--- config.mk ---
export PLATFORM = sky130hd
export DESIGN_NAME = rca_load_ou
export DESIGN_NICKNAME = d
export VERILOG_FILES = /design/src/rtl/rca_load_ou_pkg.sv /design/src/rtl/rca_ou_fifo.sv /design/src/rtl/rca_load_ou.sv
export SDC_FILE = /design/constraint.sdc
export NUM_CORES = 1
export LEC_CHECK = 0
export CAP_MARGIN = 30
export CORE_MARGIN = 5
export CORE_UTILIZATION = 48
export DETAILED_ROUTE_END_ITERATION = 6
export HOLD_SLACK_MARGIN = 0.12
export PLACE_DENSITY = 0.85
export SLEW_MARGIN = 15
export SYNTH_ARGS = -nofsm -noshare
export SYNTH_HDL_FRONTEND = slang
export SYNTH_SLANG_ARGS = --single-unit
--- constraint.sdc ---
create_clock -name clk -period 9.6 [get_ports clk]
set_input_delay 0.96 -clock clk [delete_from_list [all_inputs] [get_ports clk]]
set_output_delay 0.96 -clock clk [all_outputs]
set_load 0.02 [all_outputs]
--- src/rtl/rca_load_ou_pkg.sv ---
// Shared types and constants for the RCA load operation unit: datapath width,
// LSQ load-type encodings and the result FIFO entry layout.
package rca_load_ou_pkg;

    localparam int XLEN = 32;
    localparam int RCA_LOAD_OU_DEPTH = 4;

    // LSQ load-type encodings (funct3 of the RISC-V load instructions)
    localparam logic [2:0] LS_B_fn3  = 3'b000;
    localparam logic [2:0] LS_H_fn3  = 3'b001;
    localparam logic [2:0] LS_W_fn3  = 3'b010;
    localparam logic [2:0] LS_BU_fn3 = 3'b100;
    localparam logic [2:0] LS_HU_fn3 = 3'b101;

    typedef struct packed {
        logic [XLEN-1:0] data;
    } load_ou_fifo_entry_t;

endpackage

--- src/rtl/rca_ou_fifo.sv ---
// Synchronous first-word-fall-through FIFO; pointers carry one extra wrap bit
// so full and empty are distinguished without a separate flag.
module rca_ou_fifo #(
    parameter int WIDTH = 32,
    parameter int DEPTH = 4
) (
    input  logic                       clk,
    input  logic                       rst,
    input  logic                       push,
    input  logic [WIDTH-1:0]           push_data,
    input  logic                       pop,
    output logic [WIDTH-1:0]           pop_data,
    output logic [$clog2(DEPTH):0]     count,
    output logic                       empty,
    output logic                       full
);

    localparam int AW = $clog2(DEPTH);

    logic [WIDTH-1:0] mem [DEPTH];
    logic [AW:0]      wr_ptr;
    logic [AW:0]      rd_ptr;
    logic             do_push;
    logic             do_pop;

    assign count    = wr_ptr - rd_ptr;
    assign empty    = (count == '0);
    assign full     = (count == (AW+1)'(DEPTH));
    assign do_push  = push && !full;
    assign do_pop   = pop && !empty;
    assign pop_data = mem[rd_ptr[AW-1:0]];

    always_ff @(posedge clk) begin
        if (rst) begin
            wr_ptr <= '0;
            rd_ptr <= '0;
        end else begin
            if (do_push) wr_ptr <= wr_ptr + 1'b1;
            if (do_pop)  rd_ptr <= rd_ptr + 1'b1;
        end
    end

    // Storage is not reset; stale entries are never visible while empty matters.
    always_ff @(posedge clk) begin
        if (do_push) mem[wr_ptr[AW-1:0]] <= push_data;
    end

endmodule

--- src/rtl/rca_load_ou.sv ---
// Pipelined load operation unit: issues loads to the LSQ under a credit limit
// shared between in-flight loads and buffered results, returned in order.
module rca_load_ou
    import rca_load_ou_pkg::*;
#(
    parameter logic [2:0]             FN3         = LS_W_fn3,
    parameter logic signed [XLEN-1:0] ADDR_OFFSET = '0,
    parameter int                     DEPTH       = RCA_LOAD_OU_DEPTH
) (
    input  logic            clk,
    input  logic            rst,
    input  logic [XLEN-1:0] data_in1,
    input  logic [XLEN-1:0] data_in2,
    input  logic            data_valid_in1,
    input  logic            data_valid_in2,
    output logic            data_in_ack1,
    output logic            data_in_ack2,
    output logic            uses_data_in1,
    output logic            uses_data_in2,
    output logic [XLEN-1:0] data_out,
    output logic            data_valid_out,
    input  logic            data_out_ack,
    output logic [XLEN-1:0] addr,
    output logic [XLEN-1:0] data,
    output logic [2:0]      fn3,
    output logic            load,
    output logic            store,
    output logic            new_request,
    input  logic            lsq_full,
    input  logic [XLEN-1:0] load_data,
    input  logic            load_complete
);

    localparam int         CW      = $clog2(DEPTH) + 1;
    localparam logic [CW:0] CREDITS = (CW+1)'(DEPTH);

    logic [CW-1:0]       outstanding;
    logic [CW-1:0]       fifo_count;
    logic [CW:0]         credits_used;
    logic                issue;
    logic                complete;
    logic                pop;
    logic                fifo_empty;
    logic                fifo_full;
    load_ou_fifo_entry_t push_entry;
    load_ou_fifo_entry_t head_entry;
    logic                unused_inputs;

    assign unused_inputs = ^{data_in2, data_valid_in2};

    assign data_in_ack2  = 1'b0;
    assign uses_data_in1 = 1'b1;
    assign uses_data_in2 = 1'b0;
    assign data          = '0;
    assign fn3           = FN3;
    assign load          = 1'b1;
    assign store         = 1'b0;
    assign addr          = data_in1 + ADDR_OFFSET;

    // Credits come from registered counts only: a pop frees its slot next cycle.
    assign credits_used = {1'b0, outstanding} + {1'b0, fifo_count};
    assign issue        = data_valid_in1 && !lsq_full && (credits_used < CREDITS) && !rst;
    assign new_request  = issue;
    assign data_in_ack1 = issue;

    assign complete = load_complete && (outstanding != '0);
    assign pop      = data_valid_out && data_out_ack;

    always_ff @(posedge clk) begin
        if (rst) outstanding <= '0;
        else     outstanding <= outstanding + CW'(issue) - CW'(complete);
    end

    assign push_entry.data = load_data;

    rca_ou_fifo #(
        .WIDTH ($bits(load_ou_fifo_entry_t)),
        .DEPTH (DEPTH)
    ) u_fifo (
        .clk       (clk),
        .rst       (rst),
        .push      (complete),
        .push_data (push_entry),
        .pop       (pop),
        .pop_data  (head_entry),
        .count     (fifo_count),
        .empty     (fifo_empty),
        .full      (fifo_full)
    );

    assign data_out       = head_entry.data;
    assign data_valid_out = !fifo_empty;

`ifndef SYNTHESIS
    a_credit_limit: assert property (@(posedge clk) disable iff (rst) credits_used <= CREDITS);
    a_no_overflow:  assert property (@(posedge clk) disable iff (rst) !(complete && fifo_full));
    c_spurious:     cover property (@(posedge clk) disable iff (rst) load_complete && outstanding == '0);
`endif

endmodule
# [Yosys cells after proc, flatten, opt, wreduce, memory -nomap -nowiden]
# Memory sizes are Yosys's and may differ from the RTL's. A register that Yosys moved wholly into a read port is not among the register bits.
# Cells that the tools add are included.
[totals] mem_count=1 output_inout_bits=107 ff_bits=9 wordCells=29 ramBits=128
[op_classes] muxes=4 n_addsub=6 eq_ne=1 order_cmp=1 reduce_logical=13
[memory_table] name="u_fifo.mem" depth=4 word_bits=32 read_ports=1 rd_ports_with_merged_regs=1 wr=1 line="rca_ou_fifo.sv:20" source="logic [WIDTH-1:0] mem [DEPTH];"
[ops] op="logical AND 1 bit" count=7
[ops] op="adder 3 x 1 -> 3 bit (second input constant)" count=2
[ops] op="adder 3 x 3 -> 4 bit" count=1
[ops] op="zero test 1 bit" count=4
[ops] op="less-than comparator 4 x 3 -> 1 bit (second input constant)" count=1
[ops] op="2-to-1 mux 2 bit" count=2
[ops] op="adder 3 x 1 -> 3 bit" count=1
[ops] op="equality test 3 bit (second input constant)" count=1
[ops] op="zero test 3 bit" count=1
[ops] op="nonzero test 3 bit" count=1
[ops] op="subtractor 3 x 1 -> 3 bit" count=1
[ops] op="subtractor 3 bit" count=1
[ops] op="2-to-1 mux 1 bit" count=2

# [Logic depth before layout (Yosys ltp)]
[logic_depth] depth_word=7 depth_mapped=13 depth_no_buf=13

# [By module]
# Synthesis repeated with hierarchy kept, for this count alone.
[hier_totals] hier_cells=319 hier_area_um2=5898.2
[by_module_without_submodules] mod="rca_ou_fifo" seq_area_each_um2=4003.8 n_inst=1 cells_per_inst=223 area_each_um2=5123.7
[by_module_without_submodules] mod="rca_load_ou" seq_area_each_um2=60.1 n_inst=1 cells_per_inst=96 area_each_um2=774.5

# [Worst setup path after synthesis]
# No wires, ideal clock.
[synth_path] kind="register to register" startpoint="reg u_fifo.wr_ptr[0]" endpoint="mem u_fifo.mem[3][0] (enable)" slack_ps=6227 setup_ps=432 arrival_ps=2941 synth_period_minus_slack_ps=3373 path_stages_with_launch=7 path_cell_list="dfxtp_1 > inv_1 > ha_1 > inv_1 > fa_1 > xnor3_2 > a21oi_1"
[synth_via] elab_chain_len=6
[synth_lines] element="from (decl)" line="rca_ou_fifo.sv:21" source="logic [AW:0] wr_ptr;"
[synth_lines] element="from (signal assigned)" line="rca_ou_fifo.sv:38" source="if (do_push) wr_ptr <= wr_ptr + 1'b1;"
[synth_lines] element="subtractor 3 bit" line="rca_ou_fifo.sv:26" source="assign count = wr_ptr - rd_ptr;"
[synth_lines] element="equality test 3 bit" line="rca_ou_fifo.sv:28" source="assign full = (count == (AW+1)'(DEPTH));"
[synth_lines] element="zero test 1 bit" line="rca_ou_fifo.sv:29" source="assign do_push = push && !full;"
[synth_lines] element="logical AND 1 bit" line="rca_ou_fifo.sv:29"
[synth_lines] element="2-to-1 mux 1 bit" line="rca_ou_fifo.sv:45" source="if (do_push) mem[wr_ptr[AW-1:0]] <= push_data;"
[synth_lines] element="2-to-1 mux 1 bit (not written as such)" line="rca_ou_fifo.sv:45"
[synth_lines] element="to (decl)" line="rca_ou_fifo.sv:20"
# Parallel ways exist; a longest one is shown, timed or not.

# [Final worst setup path]
[layout_path] startpoint="reg u_fifo.wr_ptr[0]" endpoint="out data_in_ack1"
[layout_via] elab_chain_len=5
[layout_lines] element="subtractor 3 bit" line="rca_ou_fifo.sv:26"
[layout_lines] element="adder 3 x 3 -> 4 bit" line="rca_load_ou.sv:61" source="assign credits_used = {1'b0, outstanding} + {1'b0, fifo_count};"
[layout_lines] element="less-than comparator 4 x 3 -> 1 bit" line="rca_load_ou.sv:62" source="assign issue = data_valid_in1 && !lsq_full && (credits_used < CREDITS) && !rst;"
[layout_lines] element="logical AND 1 bit (2 in series)" line="rca_load_ou.sv:62"
[layout_lines] element="to (decl)" line="rca_load_ou.sv:16" source="output logic data_in_ack1,"
# No other way between the ends.

==> results.md <==
* Worst Hold Class: register to register
* Vias per Instance at around 5.0
* CTS max path bufs at 2
* Peak VDD IR at around 120 µV
* Clock slew at reported path FFs at roughly 0.06 ns
* Slowest CP cell: clkdlybuf4s50_1
* Largest net degree at the start of global routing at 33
* Pwr Density at roughly 310 mW/mm²
* CTS tree: yes
* DR pass1 iterations at 4
* Antenna violations before repair at 0
* Register area share after synthesis at between 60 and 70%
* Critical path fanouts, max at 6
* Worst Tran Pin Value at 0.919 ns
* Core area at about 0.012 mm²
* GP Congestion at ~0.71
* Worst Path Required at between 8 and 9 ns
* Detailed Route Iter0 Violations at ~170
* Total gr overflow at 0
* Setup Viol. Count Final at 0
* Top delay family on crit path: adder cells
* Yosys cell types at 30
* Residual DRC count at 0
* Final Hold Viols at 0
* WS Path Type: register to primary output
* Initial Utilization at roughly half
* Share of cells above drive strength 1 at 19.8%
* CP arrival at ~3.2 ns
* Max Fclk at ~0.24 GHz
* Chip width at 120 µm
* Die ar. at approximately 0.014 mm²
* Clk_skew at around 0.007 ns
* Status: complete, no violations
* Fin nets at ~480
* WL/cell at ~19 µm
* Hold buffers post-CTS at 0
* CTS Buf Count at 17
* Crit. End Element: primary output
* CP Launch Type: register
* Leakage power at approximately 2.3 nW
* Drt total wl at 9.83 mm
* Synth warn at 0
* Post-Syn Area at 0.00584 mm²
* Setup bufs post-CTS at 0
* Pre-CTS setup slack at 5.85 ns
* IO Pins at 210
* Slew Limit Fails at 0
* Number of global-route vias before repair at between 2,000 and 3,000
* Clk_lat worst skew at about 0.41 ns
* Fill count at 852
* #FFs+latches synth at roughly 140
* Worst setup margin at roughly 5.4 ns
* Post-detailed-route count of antenna-violating nets at 0
* Mapped Avg Cell Area at 18.8 µm²
* Dpl hpwl at 6.02 mm
* Row cnt at 40
* Antenna fix cells at 0
* Setup TNS at 0 ns
* Rel. slew slack at 38.7%
* CP Buf/Inv Count at 3
* H-tree depth at 4
* First-pass GRT wire length at around 15 mm
* CTS root buffer: clkbuf_16
* CTS sink cnt at roughly 140
* Height of the die at about 120 µm
* Largest stage delay, worst path at slightly above 0.6 ns
* Total GRT Usage at around 14%
* PortBufs at 72
* Post_cts resized at 0
* Area growth, synth to finish at 18.4%
* Maxcap violations at 0
* Cells after synthesis at between 300 and 400
* RSZ-0062 raised after global routing: false
* Via count at roughly 2,600
* Final Cycle Share at about 43%
* Fin crit period at between 4 and 5 ns
* Critical-path cell list: inv_1 > ha_1 > inv_1 > fa_1 > xnor3_2 > ha_1 > nor4_1 > and4b_1 > clkdlybuf4s50_1
## per-layer routing
metal	global-route usage, %	up-vias	share of wire [%]
li1	-	1169	-
met1	16.3	1324	39
met2	23.4	107	52
met3	6.13	16	7.5
met4	5.31	0	1.3
met5	0	-	0
## final timing paths
kind	start	to	slack, ns	depth (start not counted)
setup / recovery	u_fifo.wr_ptr[0]	data_in_ack1	5.44	9
hold reg to reg	u_fifo.wr_ptr[2]	u_fifo.wr_ptr[2]	0.54	2
hold / removal	u_fifo.wr_ptr[2]	u_fifo.wr_ptr[2]	0.54	2
setup reg to reg	u_fifo.wr_ptr[0]	outstanding[2]	6.51	13
## cell type report
cell class	count	area, µm²	share of cell area (%)
Clock buffer	18	429	6.21
Clock inverter	14	146	2.12
Inverter	7	26.3	0.380
Multi-Input combinational cell	121	1320	19.1
Sequential cell	139	4070	58.9
Tap cell	147	184	2.66
Timing Repair Buffer	74	736	10.6
## synth_stat cells
library cell  instances  area, µm²
a21boi_4              1       18.8
a21oi_1               2       10.0
and2_1                3       18.8
and4b_1               1       10.0
buf_1                 1       3.75
buf_2                 3       15.0
buf_4                73        548
clkbuf_1              4       15.0
conb_1                2       7.51
dfxtp_1              11        220
edfxtp_1            128       3840
fa_1                  2       40.0
ha_1                 10        125
inv_1                 7       26.3
mux2i_1               3       30.0
mux4_2               32        721
nand2_1               2       7.51
nand2b_1              1       6.26
nand3_1               1       5.00
nand3b_1              1       7.51
nor2_1                8       30.0
nor2b_1               2       12.5
nor4_1                1       6.26
o211ai_1              1       7.51
o21ai_2               1       8.76
o31a_1                1       8.76
or2_2                 1       6.26
xnor2_1               3       26.3
xnor3_2               1       23.8
xor2_1                3       26.3
## sequential cells by signal, summed over array words and instances (netlist names), named ones only
signal	count
outstanding	3
u_fifo.mem	128
u_fifo.rd_ptr	3
u_fifo.wr_ptr	3
## cell families after synthesis
family,count (synthesis),synth area share [%]
multiplexers,35,12.9
adder cells (fa/ha/maj),12,2.83
flip-flops,139,69.6
buffers and inverters,88,10.4
AO/OA/AOI/OAI,6,0.922
AND/OR/NAND/NOR,21,1.89
other,2,0.129
XOR/XNOR,7,1.31
## tightest hold or removal path, stage by stage (launching register included)
cell	delay (ns)
dfxtp_1	0.34
nand2_1	0.07
a21oi_1	0.07
## power breakdown
| part | switching, mW | total (mW) | internal (mW) |
|---|---|---|---|
| clock network | 0.241 | 0.623 | 0.382 |
| registers | 0.0564 | 0.814 | 0.758 |
| logic | 0.364 | 0.725 | 0.361 |
| total | 0.662 | 2.16 | 1.50 |
## layout by cell type (no fill, tap or decap), types with 3 or more instances in the layout
cell type and instances:
clkbuf_16 17, conb_1 40, nor2_1 8, clkdlybuf4s50_1 72, mux2i_1 3, edfxtp_1 128, ha_1 10, dfxtp_1 9
inv_1 7, xnor2_1 3, xor2_1 3, and2_2 3, clkinvlp_4 5, mux4_2 32
## per-stage QoR
stage	instance area (µm²)	instances	hold slack [ns]	power [mW]	utilization [%]
global route	6910	520	0.559	2.26	57.8
detailed placement	6330	488	0.528	1.56	52.9
finish	6910	520	0.544	2.16	57.8
CTS	6910	520	0.549	2.19	57.8
floorplan	5980	348	0.466	1.30	-
global placement	6330	488	0.476	1.54	52.9
Note: power is estimated with default switching activity, not from simulation.
